`config.mk`:
```
export PLATFORM = sky130hd
export DESIGN_NAME = writeback_regfile
export DESIGN_NICKNAME = d
export VERILOG_FILES = /design/src/rtl/writeback_regfile.sv
export SDC_FILE = /design/constraint.sdc
export NUM_CORES = 2
export LEC_CHECK = 0
export CORE_UTILIZATION = 26
export DETAILED_ROUTE_END_ITERATION = 8
export PLACE_DENSITY = 0.46
export SYNTH_ARGS = -nofsm -noshare
export SYNTH_HDL_FRONTEND = slang
export SYNTH_SLANG_ARGS = --single-unit
```
`constraint.sdc`:
```
create_clock -name clk -period 6.3 [get_ports clk]
set_clock_uncertainty 0.2 [all_clocks]
set_input_delay 0.63 -clock clk [delete_from_list [all_inputs] [get_ports clk]]
set_output_delay 0.63 -clock clk [all_outputs]
set_load 0.02 [all_outputs]
```
`src/rtl/writeback_regfile.sv`:
```
// Writeback register file: 32 x 32-bit registers fed by an ALU path and a
// single-outstanding load path, with read bypass, load scoreboard, retire
// counter and a registered write trace.
module writeback_regfile #(
  parameter int unsigned RETIRE_W = 32
) (
  input  logic                clk,
  input  logic                rst_n,
  input  logic                wb_en_in,
  input  logic [5:0]          wb_rd_sel_in,
  input  logic [31:0]         wb_data_in,
  input  logic                ld_issue_in,
  input  logic [5:0]          ld_rd_sel_in,
  input  logic                ld_valid_in,
  input  logic [31:0]         ld_data_in,
  input  logic [4:0]          rs1_sel,
  input  logic [4:0]          rs2_sel,
  output logic [31:0]         rs1_data,
  output logic [31:0]         rs2_data,
  output logic                rs1_busy,
  output logic                rs2_busy,
  output logic                ld_err,
  output logic [RETIRE_W-1:0] retire_count,
  output logic                trace_wb_valid,
  output logic [4:0]          trace_wb_rd,
  output logic [31:0]         trace_wb_data
);

  typedef enum logic [0:0] {StIdle, StPending} ld_state_e;

  ld_state_e             state_q, state_d;
  logic [4:0]            ld_rd_q, ld_rd_d;
  logic                  ld_err_q, ld_err_d;
  logic [RETIRE_W-1:0]   retire_q, retire_d;
  logic                  trace_valid_q, trace_valid_d;
  logic [4:0]            trace_rd_q, trace_rd_d;
  logic [31:0]           trace_data_q, trace_data_d;
  logic [31:0]           rf_q [32];

  logic                  alu_we;
  logic [4:0]            alu_rd;
  logic                  ld_issue_ok;
  logic                  ld_we;

  // Qualify writes: bit 5 is reserved and x0 is never a real destination.
  assign alu_rd      = wb_rd_sel_in[4:0];
  assign alu_we      = wb_en_in & ~wb_rd_sel_in[5] & (|wb_rd_sel_in[4:0]);
  assign ld_issue_ok = ld_issue_in & ~ld_rd_sel_in[5] & (|ld_rd_sel_in[4:0]);

  // Load tracker state register.
  always_ff @(posedge clk) begin
    if (!rst_n) begin
      state_q  <= StIdle;
      ld_rd_q  <= '0;
      ld_err_q <= 1'b0;
    end else begin
      state_q  <= state_d;
      ld_rd_q  <= ld_rd_d;
      ld_err_q <= ld_err_d;
    end
  end

  // Load tracker next state; protocol violations make ld_err sticky.
  always_comb begin
    state_d  = state_q;
    ld_rd_d  = ld_rd_q;
    ld_err_d = ld_err_q;
    unique case (state_q)
      StIdle: begin
        if (ld_valid_in) ld_err_d = 1'b1;
        if (ld_issue_ok) begin
          state_d = StPending;
          ld_rd_d = ld_rd_sel_in[4:0];
        end
      end
      StPending: begin
        if (ld_valid_in) begin
          // Completion and a new issue in the same cycle chain directly.
          if (ld_issue_ok) begin
            ld_rd_d = ld_rd_sel_in[4:0];
          end else begin
            state_d = StIdle;
          end
        end else if (ld_issue_in) begin
          ld_err_d = 1'b1;
        end
      end
      default: state_d = StIdle;
    endcase
  end

  // Load tracker outputs: write enable and operand scoreboard.
  always_comb begin
    ld_we    = (state_q == StPending) & ld_valid_in;
    rs1_busy = (state_q == StPending) & (rs1_sel == ld_rd_q) & ~ld_valid_in;
    rs2_busy = (state_q == StPending) & (rs2_sel == ld_rd_q) & ~ld_valid_in;
  end

  // Register array; the ALU assignment comes last so it wins a same-register collision.
  always_ff @(posedge clk) begin
    if (!rst_n) begin
      for (int i = 0; i < 32; i++) rf_q[i] <= '0;
    end else begin
      if (ld_we)  rf_q[ld_rd_q] <= ld_data_in;
      if (alu_we) rf_q[alu_rd]  <= wb_data_in;
    end
  end

  // Retire count and trace next state; both writes count even on a collision.
  always_comb begin
    retire_d      = retire_q + RETIRE_W'(alu_we) + RETIRE_W'(ld_we);
    trace_valid_d = alu_we | ld_we;
    trace_rd_d    = '0;
    trace_data_d  = '0;
    if (alu_we) begin
      trace_rd_d   = alu_rd;
      trace_data_d = wb_data_in;
    end else if (ld_we) begin
      trace_rd_d   = ld_rd_q;
      trace_data_d = ld_data_in;
    end
  end

  // Retire counter and trace registers.
  always_ff @(posedge clk) begin
    if (!rst_n) begin
      retire_q      <= '0;
      trace_valid_q <= 1'b0;
      trace_rd_q    <= '0;
      trace_data_q  <= '0;
    end else begin
      retire_q      <= retire_d;
      trace_valid_q <= trace_valid_d;
      trace_rd_q    <= trace_rd_d;
      trace_data_q  <= trace_data_d;
    end
  end

  // Read ports with same-cycle bypass: ALU write, then load write, then array.
  always_comb begin
    rs1_data = rf_q[rs1_sel];
    if (rs1_sel == 5'd0)                     rs1_data = '0;
    else if (alu_we && alu_rd == rs1_sel)    rs1_data = wb_data_in;
    else if (ld_we && ld_rd_q == rs1_sel)    rs1_data = ld_data_in;

    rs2_data = rf_q[rs2_sel];
    if (rs2_sel == 5'd0)                     rs2_data = '0;
    else if (alu_we && alu_rd == rs2_sel)    rs2_data = wb_data_in;
    else if (ld_we && ld_rd_q == rs2_sel)    rs2_data = ld_data_in;
  end

  assign ld_err         = ld_err_q;
  assign retire_count   = retire_q;
  assign trace_wb_valid = trace_valid_q;
  assign trace_wb_rd    = trace_rd_q;
  assign trace_wb_data  = trace_data_q;

endmodule

```
# Word-level counts from Yosys, hierarchy flattened
# Memory sizes are Yosys's and may differ from the RTL's.
# Index checks and enable logic that the tools add are counted.
# Widths: inputs -> output; s select.
[totals]
reg_bits = 77
ramBits = 1024
inputBits = 91
output_inout_bits = 137
word_cells = 78
mem_count = 1
[classes]
add_sub_neg = 2
n_eq_ne = 10
mux = 33
n_bitwise = 14
n_reduce_logical = 11
[mem_list]
columns = ["name", "depth", "width", "rd", "rd_clocked_by_memory_dff", "wr", "line", "rtl"]
rows = [
  ["rf_q", 32, 32, 2, 0, 32, "38", "logic [31:0] rf_q [32];"],
]
[ops]
columns = ["cell", "count"]
rows = [
  ["$mux 32", 10],
  ["$add 32x1->32", 2],
  ["$reduce_or 32->1", 2],
  ["$eq 5x5->1", 6],
  ["$mux 5", 6],
  ["$mux 1", 14],
  ["$logic_not 5->1", 2],
  ["$pmux 5 s2", 1],
  ["$reduce_or 5->1", 2],
  ["$and 1x1->1", 9],
  ["$ne 2x2->1 const B", 4],
  ["$logic_and 1x1->1", 4],
  ["$not 1->1", 4],
  ["$pmux 1 s2", 2],
  ["$reduce_and 3->1", 1],
  ["$or 1x1->1", 1],
]

# Logic depth before layout (Yosys ltp)
[logic_depth]
depth_word = 8
depth_mapped = 11
depth_no_buf = 9

# Worst setup path after synthesis
# No wires, ideal clock.
[synth_path]
path_type = "input port to flip-flop"
startpoint = "input port ld_valid_in"
endpoint = "memory rf_q[0][0], enable pin"
setup_ns = 0.466
arrival_ns = 3.983
t_required_ns = 5.634
setup_slack_ns = 1.652
cell_stages = 7
path_buffers = 3
path_cell_list = "ha_1 -> buf_2 -> nand2_1 -> or3_1 -> buf_2 -> clkbuf_1 -> o21ai_0"
[synth_rtl]
columns = ["item", "line", "rtl"]
rows = [
  ["from (decl)", "14", "input logic ld_valid_in,"],
  ["to (decl)", "38", ""],
]

# Worst setup path after layout
[layout_path]
startpoint = "register ld_rd_q[2]"
endpoint = "output port rs1_data[11]"
[layout_between]
elab_chain_len = 5
[layout_lines]
columns = ["item", "line", "rtl"]
rows = [
  ["from (decl)", "32", "logic [4:0] ld_rd_q, ld_rd_d;"],
  ["from (signal assigned)", "58", "ld_rd_q <= ld_rd_d;"],
  ["$eq 5x5->1", "144", "else if (ld_we && ld_rd_q == rs1_sel) rs1_data = ld_data_in;"],
  ["$logic_and 1x1->1", "144", ""],
  ["$mux 32", "144", ""],
  ["$mux 32", "143", "else if (alu_we && alu_rd == rs1_sel) rs1_data = wb_data_in;"],
  ["$mux 32", "142", "if (rs1_sel == 5'd0) rs1_data = '0;"],
  ["to (decl)", "18", "output logic [31:0] rs1_data,"],
]
# No other way between the ends.

==> results.txt <==
----------------------------------------------------
[Outcome]
  Run status ... finished clean

[Global routing]
  First-pass GRT wire length ... 441000 um
  Largest net degree at the start of global routing ... 92
  Via count of the first global-routing pass ... 52.2k
  Residual overflow from global routing ... 0
  GRT Resource Usage Total ... 24.7%
  Number of antenna violations at the first check in global routing ... 10

[Routing]
  First-pass detailed-route iteration total ... 8
  Met2 wire len ... 140000 um
  Detailed-route via count ... 55.0k
  Antenna viol nets, final ... 0
  1st-iter DRT viols ... 8442
  Routed length on met1 ... 129000 um
  Highest routed layer ... met5
  Per-cell routed wire length ... 34.5 um
  Detailed-route vias per instance ... 5.82
  Detail Route met3 WL ... 40100 um
  Remaining DRCs ... 0
  Total Wirelength ... 326000 um

[Synthesis]
  Most repeated cell in the gate-level netlist after synthesis ... nand2_1
  Syn_nets ... 6202
  Post-synthesis sequential area ratio ... 48.7%
  Async set-or-reset flop fraction in the synthesized netlist ... 0%
  Yosys cell types ... 68
  Netlist area before placement ... 0.0663 mm^2
  Commonest cells post-synth ... nand2_1, edfxtp_1, clkbuf_1, nand3_1, mux4_2
  Fraction of synthesized cell area taken by the top area cell type ... 46.4%
  Gate count after technology mapping ... 6106
  Biggest area contributors in the synthesized netlist ... edfxtp_1, mux4_2, nand2_1
  Main flop type after synthesis ... edfxtp_1
  Mean area per synthesized cell ... 10.9 um^2
  Flop and latch count out of synthesis ... 1101
  Synth Warn # ... 0
  Post-synth EDFFs ... 1024
  Cell type contributing the most total cell area after synthesis ... edfxtp_1

[CTS]
  TritonCTS clock tree ... done
  Later-pin clock latency in the skew report ... 0.84 ns
  H-tree depth ... 4
  Setup repair bufs after CTS ... 0
  Maximum buffer depth of the clock tree ... 3
  Root buf cell ... clkbuf_16
  Count of clock tree sinks ... 1101
  Total clock buffers created by CTS ... 142
  Clock transition at the registers of the reported paths ... 0.07 ns

[Worst setup path]
  Critical Setup Path Class ... flop to primary output
  Critical Path Fanout Max ... 21
  CP arrival ... 4.73 ns
  Endpoint type of the worst setup path ... primary output
  Cell chain of the critical path ... xor2_1 > nor3_1 > and3_1 > or3_2 > buf_4 > o221ai_2 > clkdlybuf4s50_1
  Data required time of the worst path ... 5.47 ns
  Launching point of the worst reg2reg path ... state_q$_SDFF_PN0_
  Endpoint of the worst register-to-register path ... rf_q[12][20]$_DFFE_PP_
  Register-to-register setup slack ... 2.19 ns
  Worst setup SP type ... flop
  R2r worst-path depth ... 8
  Slowest Stage Delay on Critical Path ... 0.79 ns
  Slowest cell on the critical path ... dfxtp_1

[Min path]
  Endpoint, Worst Hold ... ld_rd_q[4]$_SDFFE_PN0P_
  Hold Path Stages ... 3
  Type of the worst min-delay path ... input pin to flop
  Hold Path Origin ... ld_rd_sel_in[4]

[STA]
  Headroom to the max-slew limit ... 3.28%
  Total count of max-transition violations in the final report ... 0
  Final worst-path setup slack ... 0.744 ns
  Slew at the pin closest to its max-slew limit ... 1.45 ns
  Achievable Freq ... 180 MHz
  Unrepaired setup endpoints after global routing ... no
  Post-route clock period utilization ... 88.2%
  Final hold viol count ... 0
  Minimum clock period after layout ... 5.56 ns
  Setup_tns ... 0 ns
  Count of endpoints failing setup in the final report ... 0

[Run]
  Reported max-cap violation count ... 0

[Finish]
  Layout net count ... 6048
  Layout overhead on the synthesized area ... 15.8%
  Share of final-layout standard cells stronger than drive strength 1 ... 16.7%
  Post-route non-filler standard cell count ... 9443
  Final core occ ... 30.3%

[Die]
  Initial standard-cell utilization of the core ... 26.1%
  Core area ... 0.254 mm^2
  Die span in y ... 507 um
  DIE AREA ... 0.257 mm^2
  Width of the die ... 507 um
  I/O pins ... 228
  Number of placement rows ... 185

[Place]
  Port buffer count ... 227
  Final RePlAce weighted congestion ... 0.879
  Pre-CTS setup slack ... 0.911 ns
  Cell count after placement ... 9173
  HPWL Detailed ... 193000 um

[Power]
  VDD IR max ... 289 uV
  Leakage power summed over all cells ... 0.0271 uW
  Pwr per Cell Area ... 252 mW/mm^2
  Total power consumption of the routed design ... 19300 uW

----------------------------------------------------
[state kept, by name, indices dropped and copies added, names as in the netlist]
name            flops
trace_wb_data      32
trace_wb_valid      1
state_q             1
ld_err              1
ld_rd_q             5
trace_wb_rd         5
retire_count       32
rf_q             1024
[what timing repair did]
action | CTS | global route
resized for setup | 0 | 0
hold endpoints to repair | 2 | 0
hold buffers | 1 | 0
[stage by stage]
stage / cell area (um^2) / hold WS (ns)
floorplan: 66300 / 0.327
global placement: 72200 / 0.252
detailed placement: 72200 / 0.264
CTS: 76700 / 0.203
global route: 76700 / 0.300
finish: 76800 / 0.262
[area by class of cell]
| type | count | area (um^2) |
|---|---|---|
| Multi-Input combinational cell | 4170 | 30900 |
| Tap cell | 3366 | 4210 |
| Clock buffer | 174 | 3810 |
| Inverter | 38 | 143 |
| Antenna cell | 5 | 12.5 |
| Sequential cell | 1101 | 32300 |
| Fill cell | 25692 | 177000 |
| Clock inverter | 90 | 768 |
| Timing Repair Buffer | 499 | 4630 |
[worst max path at each step]
stage	start	endpoint	cells after the start
floorplan	ld_valid_in	rf_q[0][0]$_DFFE_PP_	7
detailed placement	wb_rd_sel_in[0]	rs1_data[30]	9
CTS	ld_rd_q[2]$_SDFFE_PN0P_	rs1_data[11]	7
global placement	rs1_sel[4]	rs1_data[30]	9
global route	ld_rd_q[2]$_SDFFE_PN0P_	rs1_data[14]	7
finish	ld_rd_q[2]$_SDFFE_PN0P_	rs1_data[11]	7
[cell families after synthesis]
family / after synthesis / synth area share [%]
adder cells (fa/ha/maj): 5 / 0.106
AO/OA/AOI/OAI: 1121 / 12.3
multiplexers: 712 / 18.0
XOR/XNOR: 43 / 0.568
AND/OR/NAND/NOR: 2289 / 14.6
flip-flops: 1101 / 48.7
buffers and inverters: 835 / 5.60
[where the power goes]
group / internal, uW / total [uW] / switching [uW]
clock: 4720 / 8280 / 3560
sequential: 8290 / 8460 / 170
combinational: 920 / 2570 / 1650
total: 13900 / 19300 / 5380
[critical path, delay by kind of cell (launching register included)]
kind / cells / cell delay, ns
flops: 1 / 0.79
buf+inv: 2 / 1.22
simple gates: 3 / 1.37
compound gates: 1 / 0.30
xor+xnor: 1 / 0.16
[placed cells by master (no fill, tap or decap), drive strengths merged, types with 64 or more instances in the layout]
cell and count:
nand2 1570, mux2i 321, edfxtp 1024, clkinv 71
clkdlybuf4s50 216, nand3 403, a21oi 64, o21ai 359
buf 282, dfxtp 77, clkbuf 174, o221ai 134
a22o 292, nor2 129, mux4 386
[layer usage]
layer  up-vias  global-route usage [%]
li1      22456                       -
met1     27855                    33.2
met2      3917                    36.6
met3       725                    6.96
met4         6                    11.1
met5         -                       0
Power figures use the tool's default switching activity.
